--- src/rtl/led_pattern_sequencer.sv ---
// rtl/led_pattern_sequencer.sv - four-pattern LED animator with its own step timebase
// Mode advances on a button rising edge or on an optional auto-advance step count.
module led_pattern_sequencer #(
  parameter int N_LEDS         = 6,
  parameter int TICK_DIV       = 12_500_000,
  parameter int AUTO_STEPS     = 0,
  parameter bit LED_ACTIVE_LOW = 1'b1
) (
  input  logic              clk,
  input  logic              rst,
  input  logic              btn_next,
  input  logic              pause,
  output logic [N_LEDS-1:0] led,
  output logic [1:0]        mode,
  output logic              tick
);

  localparam int CW        = $clog2(TICK_DIV);
  localparam int SW        = (AUTO_STEPS == 0) ? 1 : $clog2(AUTO_STEPS + 1);
  localparam int PW        = $clog2(N_LEDS);
  localparam int AUTO_LAST = (AUTO_STEPS == 0) ? 0 : AUTO_STEPS - 1;

  typedef enum logic [1:0] {BLINK, SHIFT, COUNT, BREATHE} mode_t;

  mode_t             mode_q, mode_nxt;
  logic [CW-1:0]     cnt, cnt_nxt;
  logic [SW-1:0]     step_cnt, step_cnt_nxt;
  logic              blink, blink_nxt;
  logic [PW-1:0]     pos, pos_nxt;
  logic              shift_down, shift_down_nxt;
  logic [N_LEDS-1:0] count, count_nxt;
  logic [3:0]        duty, duty_nxt;
  logic              duty_down, duty_down_nxt;
  logic [3:0]        pwm, pwm_nxt;
  logic              btn_q;
  logic              tick_ev, adv_btn, adv_auto, adv;
  logic [N_LEDS-1:0] pat;

  always_ff @(posedge clk) begin
    if (rst) begin
      mode_q     <= BLINK;
      cnt        <= '0;
      step_cnt   <= '0;
      blink      <= 1'b0;
      pos        <= '0;
      shift_down <= 1'b0;
      count      <= '0;
      duty       <= '0;
      duty_down  <= 1'b0;
      pwm        <= '0;
      btn_q      <= 1'b0;
      tick       <= 1'b0;
      led        <= LED_ACTIVE_LOW ? '1 : '0;
    end else begin
      mode_q     <= mode_nxt;
      cnt        <= cnt_nxt;
      step_cnt   <= step_cnt_nxt;
      blink      <= blink_nxt;
      pos        <= pos_nxt;
      shift_down <= shift_down_nxt;
      count      <= count_nxt;
      duty       <= duty_nxt;
      duty_down  <= duty_down_nxt;
      pwm        <= pwm_nxt;
      btn_q      <= btn_next;
      tick       <= tick_ev;
      led        <= LED_ACTIVE_LOW ? ~pat : pat;
    end
  end

  always_comb begin
    mode_nxt       = mode_q;
    cnt_nxt        = cnt;
    step_cnt_nxt   = step_cnt;
    blink_nxt      = blink;
    pos_nxt        = pos;
    shift_down_nxt = shift_down;
    count_nxt      = count;
    duty_nxt       = duty;
    duty_down_nxt  = duty_down;
    pwm_nxt        = pwm;

    tick_ev  = !pause && (cnt == CW'(TICK_DIV - 1));
    adv_btn  = btn_next & ~btn_q;
    adv_auto = (AUTO_STEPS != 0) && tick_ev && (step_cnt == SW'(AUTO_LAST));
    adv      = adv_btn | adv_auto;

    if (adv) begin
      // A tick landing on an advance is swallowed: the new mode starts from entry state.
      mode_nxt       = mode_t'(mode_q + 2'd1);
      cnt_nxt        = '0;
      step_cnt_nxt   = '0;
      blink_nxt      = 1'b0;
      pos_nxt        = '0;
      shift_down_nxt = 1'b0;
      count_nxt      = '0;
      duty_nxt       = '0;
      duty_down_nxt  = 1'b0;
      pwm_nxt        = '0;
    end else if (!pause) begin
      pwm_nxt = pwm + 4'd1;
      if (tick_ev) begin
        cnt_nxt = '0;
        if (AUTO_STEPS != 0) step_cnt_nxt = step_cnt + SW'(1);
        case (mode_q)
          BLINK: blink_nxt = ~blink;
          SHIFT: begin
            // Direction flips as the end LED is reached so it is shown for a single step.
            if (!shift_down) begin
              pos_nxt = pos + PW'(1);
              if (pos == PW'(N_LEDS - 2)) shift_down_nxt = 1'b1;
            end else begin
              pos_nxt = pos - PW'(1);
              if (pos == PW'(1)) shift_down_nxt = 1'b0;
            end
          end
          COUNT: count_nxt = count + N_LEDS'(1);
          BREATHE: begin
            if (!duty_down) begin
              duty_nxt = duty + 4'd1;
              if (duty == 4'd14) duty_down_nxt = 1'b1;
            end else begin
              duty_nxt = duty - 4'd1;
              if (duty == 4'd1) duty_down_nxt = 1'b0;
            end
          end
          default: ;
        endcase
      end else begin
        cnt_nxt = cnt + CW'(1);
      end
    end
  end

  always_comb begin
    pat = '0;
    case (mode_q)
      BLINK:   pat = {N_LEDS{blink}};
      SHIFT:   pat = {{(N_LEDS-1){1'b0}}, 1'b1} << pos;
      COUNT:   pat = count;
      BREATHE: pat = {N_LEDS{pwm < duty}};
      default: pat = '0;
    endcase
  end

  assign mode = mode_q;

endmodule

--- config.mk ---
export PLATFORM = sky130hd
export DESIGN_NAME = led_pattern_sequencer
export DESIGN_NICKNAME = d
export VERILOG_FILES = /design/src/rtl/led_pattern_sequencer.sv
export SDC_FILE = /design/constraint.sdc
export NUM_CORES = 1
export LEC_CHECK = 0
export CAP_MARGIN = 20
export CORE_AREA = 4 4 93 60
export DETAILED_ROUTE_END_ITERATION = 10
export DIE_AREA = 0 0 97 64
export PLACE_DENSITY_LB_ADDON = 0.3
export SLEW_MARGIN = 0
export SYNTH_ARGS = -nofsm -noshare
export SYNTH_HDL_FRONTEND = slang
export SYNTH_SLANG_ARGS = --single-unit
--- constraint.sdc ---
create_clock -name clk -period 5.01 [get_ports clk]
set_input_delay 1.503 -clock clk [delete_from_list [all_inputs] [get_ports clk]]
set_output_delay 1.503 -clock clk [all_outputs]
set_load 0.01 [all_outputs]
# Word-level counts from Yosys, hierarchy flattened
# Index checks and enable logic that the tools add are counted.
[totals]
reg_bits = 54
out_inout_bits = 9
wordCells = 53
[op_classes]
addsub = 8
n_lt_le_gt_ge = 1
eq_ne = 8
n_shift = 1
n_mux = 10
n_bitwise = 5
reduce_logical = 8
[ops]
columns = ["cell", "n"]
rows = [
  ["adder 24 x 1 -> 24 bit (second input constant)", 1],
  ["equality test 24 bit (second input constant)", 1],
  ["two-way mux 24 bit", 1],
  ["one-hot mux 6 bit (4 select lines)", 1],
  ["AND reduction 3 bit", 4],
  ["adder 4 x 1 -> 4 bit (second input constant)", 2],
  ["adder 6 x 1 -> 6 bit (second input constant)", 1],
  ["two-way mux 1 bit", 6],
  ["inverter 6 bit", 1],
  ["<< shifter 1 x 3 -> 6 bit (first input constant)", 1],
  ["equality test 2 bit (second input constant)", 2],
  ["equality test 4 x 1 -> 1 bit (second input constant)", 1],
  ["equality test 4 bit (second input constant)", 1],
  ["less-than comparator 4 bit", 1],
  ["two-way mux 4 bit", 1],
  ["subtractor 4 x 1 -> 4 bit (second input constant)", 1],
  ["adder 3 x 1 -> 3 bit (second input constant)", 1],
  ["equality test 3 x 1 -> 1 bit (second input constant)", 1],
  ["equality test 3 bit (second input constant)", 1],
  ["two-way mux 3 bit", 1],
  ["inverter 1 bit", 3],
  ["subtractor 3 x 1 -> 3 bit (second input constant)", 1],
  ["adder 2 x 1 -> 2 bit (second input constant)", 1],
  ["equality test 2 x 1 -> 1 bit (second input constant)", 1],
  ["other kinds (5)", 5],
]

# Longest topological paths before layout
# Gate-level depths: netlist (run 1).
[depth]
ltp_word = 3
ltp_mapped = 8
ltp_nobuf = 6

# Worst setup path after synthesis (run 1)
# Ideal clock, no wire load.
[synth_path]
path_kind = "input port to flip-flop"
startpoint = "input port pause"
endpoint = "register duty[2]"
setup_time_ps = 70
arrival_time_ps = 2720
t_required_ps = 4940
slack_ps = 2220
path_stages = 7
cell_sequence = "and4b_1 > buf_4 > and2_1 > buf_4 > nand4_4 > or3_1 > a21oi_1"
[synth_between]
elab_chain_len = 3
[synth_rtl]
columns = ["element", "line_no", "source"]
rows = [
  ["start, declared", "12", "input logic pause,"],
  ["logical NOT 1 bit", "--", ""],
  ["logical AND 1 bit", "83", "tick_ev = !pause && (cnt == CW'(TICK_DIV - 1));"],
  ["AND reduction 3 bit (no source line) (*)", "--", ""],
  ["end signal, assigned", "62", "duty <= duty_nxt;"],
  ["end, declared", "32", "logic [3:0] duty, duty_nxt;"],
]
# Mark *: on every way between the ends. The rest lies on a longest branch, timed or not.
# A chain may end at the register's enable or synchronous reset.

# Worst setup path after layout (run 1)
[layout_path]
startpoint = "input port pause"
endpoint = "register cnt[3]"
[layout_between]
elab_chain_len = 3
[layout_rtl]
columns = ["element", "line_no", "source"]
rows = [
  ["logical NOT 1 bit", "--", ""],
  ["logical AND 1 bit", "83", ""],
  ["two-way mux 24 bit", "102", "if (tick_ev) begin"],
  ["end signal, assigned", "56", "cnt <= cnt_nxt;"],
  ["end, declared", "26", "logic [CW-1:0] cnt, cnt_nxt;"],
]
# Several ways; a longest one is shown, not always the timed one.

==> impl_summary.log, run 1 <==
[metrics] status: completed
[metrics] data arrival time of the critical path: 3.88 ns
[metrics] sequential share of power: 0.592
[metrics] full die area: 0.00621 mm2
[metrics] sequential share of the synthesized area: 0.395
[metrics] detailed-route DRC error count: 0
[metrics] Slew headroom: 0.571
[metrics] Clk Tree Root Cell: sky130_fd_sc_hd__clkbuf_8
[metrics] Setup crit end kind: register
[metrics] library cells used by synthesis: 47
[metrics] final antenna diode count: 0
[metrics] hold buffers post-CTS: 0
[metrics] Hold Path Stages: 2
[metrics] number of maximum-capacitance constraint violations: 0
[metrics] P_int: 0.573 mW
[metrics] total area of multi-input combinational cells: 0.00155 mm2
[metrics] number of fillers in the final layout: 411
[metrics] Gate power share: 0.075
[metrics] clock network fraction of total power: 0.333
[metrics] Synthesized Nets: 327
[metrics] number of H-tree levels: 2
[metrics] FF-to-FF path depth: 5
[metrics] initial DRC count: 137
[metrics] kind of critical path: in -> reg
[metrics] Worst-Skew Late Latency: 0.31 ns
[metrics] fraction of synthesized cell area in xor and xnor cells: 0.106
[metrics] largest stage delay on the critical path: 0.60 ns
[metrics] detailed-route wire length: 5260 um
[metrics] main flop type after synthesis: sky130_fd_sc_hd__dfxtp_1
[metrics] final cell area excluding filler cells: 0.00298 mm2
[metrics] combinational family with the most area after synthesis: simple AND/OR/NAND/NOR gates
[metrics] setup TNS: 0 ns
[metrics] leak pwr: 1.04 nW
[metrics] achievable frequency: 269 MHz
[metrics] hold violation count in the final report: 0
[metrics] Simple-Gate Fraction of Synth Area: 0.266
[metrics] largest clock skew in the final design: 0.00953 ns
[metrics] Compound-Gate Fraction of Synth Area: 0.0878
[metrics] total CTS buffers: 5
[metrics] required time of the critical path: 5.18 ns
[metrics] worst slew pin tran: 0.642 ns
[metrics] CP Max Fanout: 21
[metrics] critical path depth: 6
[metrics] area of all sequential standard cells: 0.00108 mm2
[metrics] Util after Layout: 0.618
[metrics] vias in the first global route: 1,929
[metrics] antenna violations before repair: 0
[metrics] Mean Syn Cell Area: 9.06 um2
[metrics] placement-stage cell area: 0.00289 mm2
[metrics] average wire length per cell after detail routing: 13.9 um
[metrics] final number of max-transition violations: 0
[metrics] chip height: 64 um
[metrics] maximum vdd ir drop: 0.128 mV
[metrics] via count normalized by instance count: 5.47
[metrics] number of synthesis warnings: 0
[metrics] most frequent cells in the layout: sky130_fd_sc_hd__dfxtp_1 (54), sky130_fd_sc_hd__nor2_1 (47), sky130_fd_sc_hd__xnor2_1 (23)
[metrics] ratio of final minimum period to clock period: 0.741
[metrics] CTS tree: done
[metrics] count of input and output buffers: 12
[metrics] Setup violations, final: 0
[metrics] cell count after synthesis: 302
[metrics] via count: 2,072
[metrics] post-CTS setup buffer count: 0
[metrics] sinks on the clock net: 54
[metrics] proportion of synthesized flip-flops having asynchronous set or reset: 0
[metrics] Yosys reg bits: 54
[metrics] grt total ovfl: 0
[metrics] Area growth, synth to finish: 8.96%
[metrics] number of ports placed on the die boundary: 13
[metrics] die width: 97 um
[metrics] number of synthesized flops with an enable pin: 0
[metrics] RSZ-0062 raised after global routing: false
[metrics] net switching power: 0.173 mW
[metrics] switch share: 0.232
[metrics] area of the core: 0.00483 mm2
[metrics] Buf/Inv on CP: 1
[metrics] share of final-layout standard cells stronger than drive strength 1: 0.0575
[metrics] Hold WC Path Type: reg -> reg
[metrics] leading cell type in the layout, fill and taps excluded: sky130_fd_sc_hd__dfxtp_1
[metrics] number of iterations in the first detailed-routing pass: 4
[metrics] maximum number of pins on one net before global-route repair: 22
[metrics] Net count, final: 337
[metrics] highest-delay cell along the critical path: sky130_fd_sc_hd__clkdlybuf4s50_1
[metrics] global placement routability congestion: 0.789
[metrics] Worst Setup Start Kind: primary input
[metrics] clock edge transition at the registers on the reported setup and hold paths: 0.09 ns
[metrics] initial core utilization: 0.567
[metrics] cells resized by post-CTS repair: 0
[metrics] fraction of synthesized area in multiplexers: 0.0110
[metrics] number of standard-cell rows in the floorplan: 20
[metrics] wire length of the first global-routing pass: 9230 um
[metrics] Post-Synth Adder-Cell Area: 0.0960
[metrics] power density of the placed cells: 250 mW/mm2
[metrics] overall power: 0.746 mW
[metrics] antenna viol nets, final: 0
[metrics] post-synth design cell area: 0.00274 mm2
[metrics] time the worst path needs with I/O delays and setup: 3.71 ns
[metrics] cell class contributing the biggest share of worst-path delay: simple AND/OR/NAND/NOR gates
[metrics] overall routing resource usage: 0.184
[metrics] Final HPWL DP: 3890 um
[metrics] number of buffers between clock root and the deepest sink: 2
[metrics] Critical Path, Cell by Cell: clkdlybuf4s50_1 -> and4b_1 -> and2_1 -> nand3_2 -> nand2_1 -> nor2_1
-- flip-flops by register name (all words and copies together), names as in the netlist --
| name | flops |
|---|---|
| mode | 2 |
| cnt | 24 |
| tick | 1 |
| duty | 4 |
| pwm | 4 |
| pos | 3 |
| shift_down | 1 |
| blink | 1 |
| count | 6 |
| btn_q | 1 |
| led | 6 |
| duty_down | 1 |
-- Yosys cell counts (all sizes together), types with 2 or more instances --
library cell	count	share of area
dfxtp	54	0.39
nor2	48	0.069
xnor2	23	0.074
ha	21	0.096
inv	15	0.021
nand2	15	0.021
nand4	12	0.037
a21oi	11	0.020
nand3	11	0.022
xor2	10	0.032
o21ai	9	0.016
nor2b	6	0.014
nor3	6	0.013
nor4	6	0.019
and4	5	0.017
or3	5	0.011
a221o	4	0.015
buf	4	0.0091
clkbuf	4	0.0055
a31oi	3	0.0069
and3	3	0.0069
mux2i	3	0.011
nand2b	3	0.0069
a21o	2	0.0055
a32o	2	0.0073
and2	2	0.0046
nor4b	2	0.0064
o31ai	2	0.0055
or2	2	0.0046
-- through the flow --
| stage | cells | hold slack [ns] | setup WS (ns) |
|---|---|---|---|
| after floorplan | 302 | 0.458 | 2.22 |
| after global placement | 371 | 0.475 | 1.06 |
| after detailed placement | 371 | 0.492 | 0.964 |
| after CTS | 379 | 0.505 | 1.28 |
| after global routing | 379 | 0.535 | 1.13 |
| final | 379 | 0.508 | 1.30 |
-- cell families after synthesis --
family	after synthesis
AND/OR/NAND/NOR	130
AO/OA/AOI/OAI	37
multiplexers	3
flip-flops	54
adder cells (fa/ha/maj)	21
XOR/XNOR	33
buffers and inverters	24
-- final timing paths --
check                                           start               endpoint  slack [ns]
worst max register to register    cnt[3]$_SDFFE_PP0N_    cnt[3]$_SDFFE_PP0N_        2.84
worst min-delay path            count[5]$_SDFFE_PP0P_  count[5]$_SDFFE_PP0P_        0.51
worst min register to register  count[5]$_SDFFE_PP0P_  count[5]$_SDFFE_PP0P_        0.51
worst max-delay path                            pause    cnt[3]$_SDFFE_PP0N_        1.30
-- worst min-delay path, stage by stage, from the launching register on --
cell,delay (ns)
sky130_fd_sc_hd__dfxtp_1,0.33
sky130_fd_sc_hd__o21ai_0,0.08
sky130_fd_sc_hd__a21oi_1,0.06
-- routing by layer --
layer	vias to the layer above	GRT usage	wire length, um
li1	1069	-	-
met1	952	0.269	2770
met2	47	0.264	2180
met3	4	0.0425	263
met4	0	0.0683	50
met5	-	0	0
-- cell type report --
cell class                      count  area share
Multi-Input combinational cell    224       0.520
Sequential cell                    54       0.362
Tap cell                           66      0.0277
Clock buffer                        7      0.0289
Timing Repair Buffer               12      0.0403
Inverter                           15      0.0189
Clock inverter                      1     0.00168
-- power groups by stage --
| stage | combinational [mW] | clock (mW) | sequential (mW) |
|---|---|---|---|
| final | 0.0563 | 0.248 | 0.442 |
| after global routing | 0.0627 | 0.282 | 0.443 |
| after CTS | 0.0565 | 0.255 | 0.442 |
| after detailed placement | 0.0559 | 0 | 0.452 |
| after global placement | 0.0555 | 0 | 0.451 |
| after floorplan | 0.0319 | 0 | 0.454 |
(Power assumes the default switching activity.)
==> run 2: changes to the inputs <==
CORE_AREA = 4 4 97 63   (was 4 4 93 60)
DIE_AREA = 0 0 101 67   (was 0 0 97 64)
clock period = 3.2 ns   (was 5.01 ns; I/O delays follow)
==> impl_summary.log, run 2 (same netlist as run 1, synthesis figures left out) <==
[metrics] status: completed
[metrics] time the worst path needs with I/O delays and setup: 2.61 ns
[metrics] Area growth, synth to finish: 9.92%
[metrics] ratio of final minimum period to clock period: 0.817
[metrics] data arrival time of the critical path: 2.85 ns
[metrics] detailed-route wire length: 5290 um
[metrics] Critical Path, Cell by Cell: clkdlybuf4s50_1 -> and4b_1 -> and2_1 -> nand3_2 -> or3_1 -> a21oi_1
[metrics] detailed-route DRC error count: 0
[metrics] Clk Tree Root Cell: sky130_fd_sc_hd__clkbuf_8
[metrics] share of final-layout standard cells stronger than drive strength 1: 0.0665
[metrics] number of iterations in the first detailed-routing pass: 4
[metrics] highest-delay cell along the critical path: sky130_fd_sc_hd__clkdlybuf4s50_1
[metrics] achievable frequency: 383 MHz
[metrics] leading cell type in the layout, fill and taps excluded: sky130_fd_sc_hd__dfxtp_1
[metrics] final antenna diode count: 0
[metrics] antenna viol nets, final: 0
[metrics] FF-to-FF path depth: 5
[metrics] chip height: 67 um
[metrics] leading registers by flop count: cnt (24), count (6), led (6)
[metrics] setup TNS: 0 ns
[metrics] Setup violations, final: 0
[metrics] number of buffers between clock root and the deepest sink: 2
[metrics] clock network fraction of total power: 0.332
[metrics] switch share: 0.231
[metrics] overall routing resource usage: 0.179
[metrics] RSZ-0062 raised after global routing: false
[metrics] die width: 101 um
[metrics] average wire length per cell after detail routing: 13.7 um
[metrics] number of H-tree levels: 2
[metrics] Buf/Inv on CP: 1
[metrics] initial DRC count: 167
[metrics] most frequent cells in the layout: sky130_fd_sc_hd__dfxtp_1 (54), sky130_fd_sc_hd__nor2_1 (47), sky130_fd_sc_hd__xnor2_1 (23)
[metrics] CTS tree: done
[metrics] Worst-Skew Late Latency: 0.30 ns
[metrics] worst slew pin tran: 0.518 ns
[metrics] power density of the placed cells: 388 mW/mm2
[metrics] via count normalized by instance count: 5.48
[metrics] Net count, final: 340
[metrics] final number of max-transition violations: 0
[metrics] initial core utilization: 0.518
[metrics] flip-flop count of the largest register, all copies and words added: 24
[metrics] hold buffers post-CTS: 0
[metrics] maximum vdd ir drop: 0.182 mV
[metrics] net switching power: 0.270 mW
[metrics] wire length of the first global-routing pass: 9540 um
[metrics] sinks on the clock net: 54
[metrics] count of input and output buffers: 12
[metrics] kind of critical path: in -> reg
[metrics] required time of the critical path: 3.44 ns
[metrics] Util after Layout: 0.570
[metrics] hold violation count in the final report: 0
[metrics] area of the core: 0.00528 mm2
[metrics] Setup crit end kind: register
[metrics] Hold Path Stages: 2
[metrics] critical path depth: 6
[metrics] via count: 2,111
[metrics] Worst Setup Start Kind: primary input
[metrics] global placement routability congestion: 0.863
[metrics] number of ports placed on the die boundary: 13
[metrics] largest stage delay on the critical path: 0.42 ns
[metrics] largest clock skew in the final design: 0.00459 ns
[metrics] number of maximum-capacitance constraint violations: 0
[metrics] clock edge transition at the registers on the reported setup and hold paths: 0.09 ns
[metrics] antenna violations before repair: 0
[metrics] Slew headroom: 0.653
[metrics] number of standard-cell rows in the floorplan: 21
[metrics] sequential share of power: 0.591
[metrics] vias in the first global route: 1,999
[metrics] total CTS buffers: 5
[metrics] maximum number of pins on one net before global-route repair: 22
[metrics] grt total ovfl: 0
[metrics] post-CTS setup buffer count: 0
[metrics] Hold WC Path Type: reg -> reg
[metrics] Final HPWL DP: 3920 um
[metrics] Largest Register: cnt
[metrics] Gate power share: 0.077
[metrics] leak pwr: 1.06 nW
[metrics] cell class contributing the biggest share of worst-path delay: simple AND/OR/NAND/NOR gates
[metrics] P_int: 0.899 mW
[metrics] CP Max Fanout: 8
[metrics] full die area: 0.00677 mm2
[metrics] cells resized by post-CTS repair: 0
-- run 2: changes by cell type in the layout (fill, tap and decap cells not counted), sizes merged --
cell,before,now
buf,0,3
-- run 2: power by group through the flow --
stage,Clock [mW],Combinational [mW],Sequential [mW]
after floorplan,0,0.0499,0.710
after global placement,0,0.0902,0.707
after detailed placement,0,0.0901,0.707
after CTS,0.404,0.0906,0.692
after global routing,0.427,0.100,0.693
final,0.388,0.0902,0.691
-- run 2: path summary, 6_finish.rpt --
check                                      startpoint                    end  slack, ns
worst max-delay path                            pause  count[5]$_SDFFE_PP0P_       0.59
worst min-delay path            count[5]$_SDFFE_PP0P_  count[5]$_SDFFE_PP0P_       0.51
worst max register to register    cnt[0]$_SDFFE_PP0N_  count[5]$_SDFFE_PP0P_       1.30
worst min register to register  count[5]$_SDFFE_PP0P_  count[5]$_SDFFE_PP0P_       0.51
-- run 2: worst min-delay path, cell delays in order (launching register included) --
cell	delay (ns)
sky130_fd_sc_hd__dfxtp_1	0.34
sky130_fd_sc_hd__o21ai_0	0.07
sky130_fd_sc_hd__a21oi_1	0.06
-- run 2: metrics by stage --
stage	area, um2	hold WS, ns	setup WS, ns	cells	power (mW)
finish	3010	0.507	0.587	385	1.17
global route	3010	0.547	0.509	385	1.22
CTS	3010	0.507	0.607	385	1.19
detailed placement	2920	0.493	0.308	377	0.797
global placement	2920	0.486	0.379	377	0.797
floorplan	2740	0.458	0.953	302	0.760
-- run 2: layer usage --
metal | wire length (um) | share of wire | global-route usage | vias up
met5 | 0 | 0 | 0 | -
met4 | 82 | 0.015 | 0.0630 | 0
met3 | 211 | 0.040 | 0.0397 | 11
met2 | 2020 | 0.38 | 0.246 | 34
met1 | 2980 | 0.56 | 0.268 | 990
li1 | - | - | - | 1076
-- run 2: final cells by class --
type,count,area [um2]
fillers,478,2270
multi-input cells,224,1550
flip-flops and latches,54,1080
repair buffers,15,143
clock buffers,7,86.3
well taps,69,86.3
inverters,15,56.3
clock inverters,1,5.00
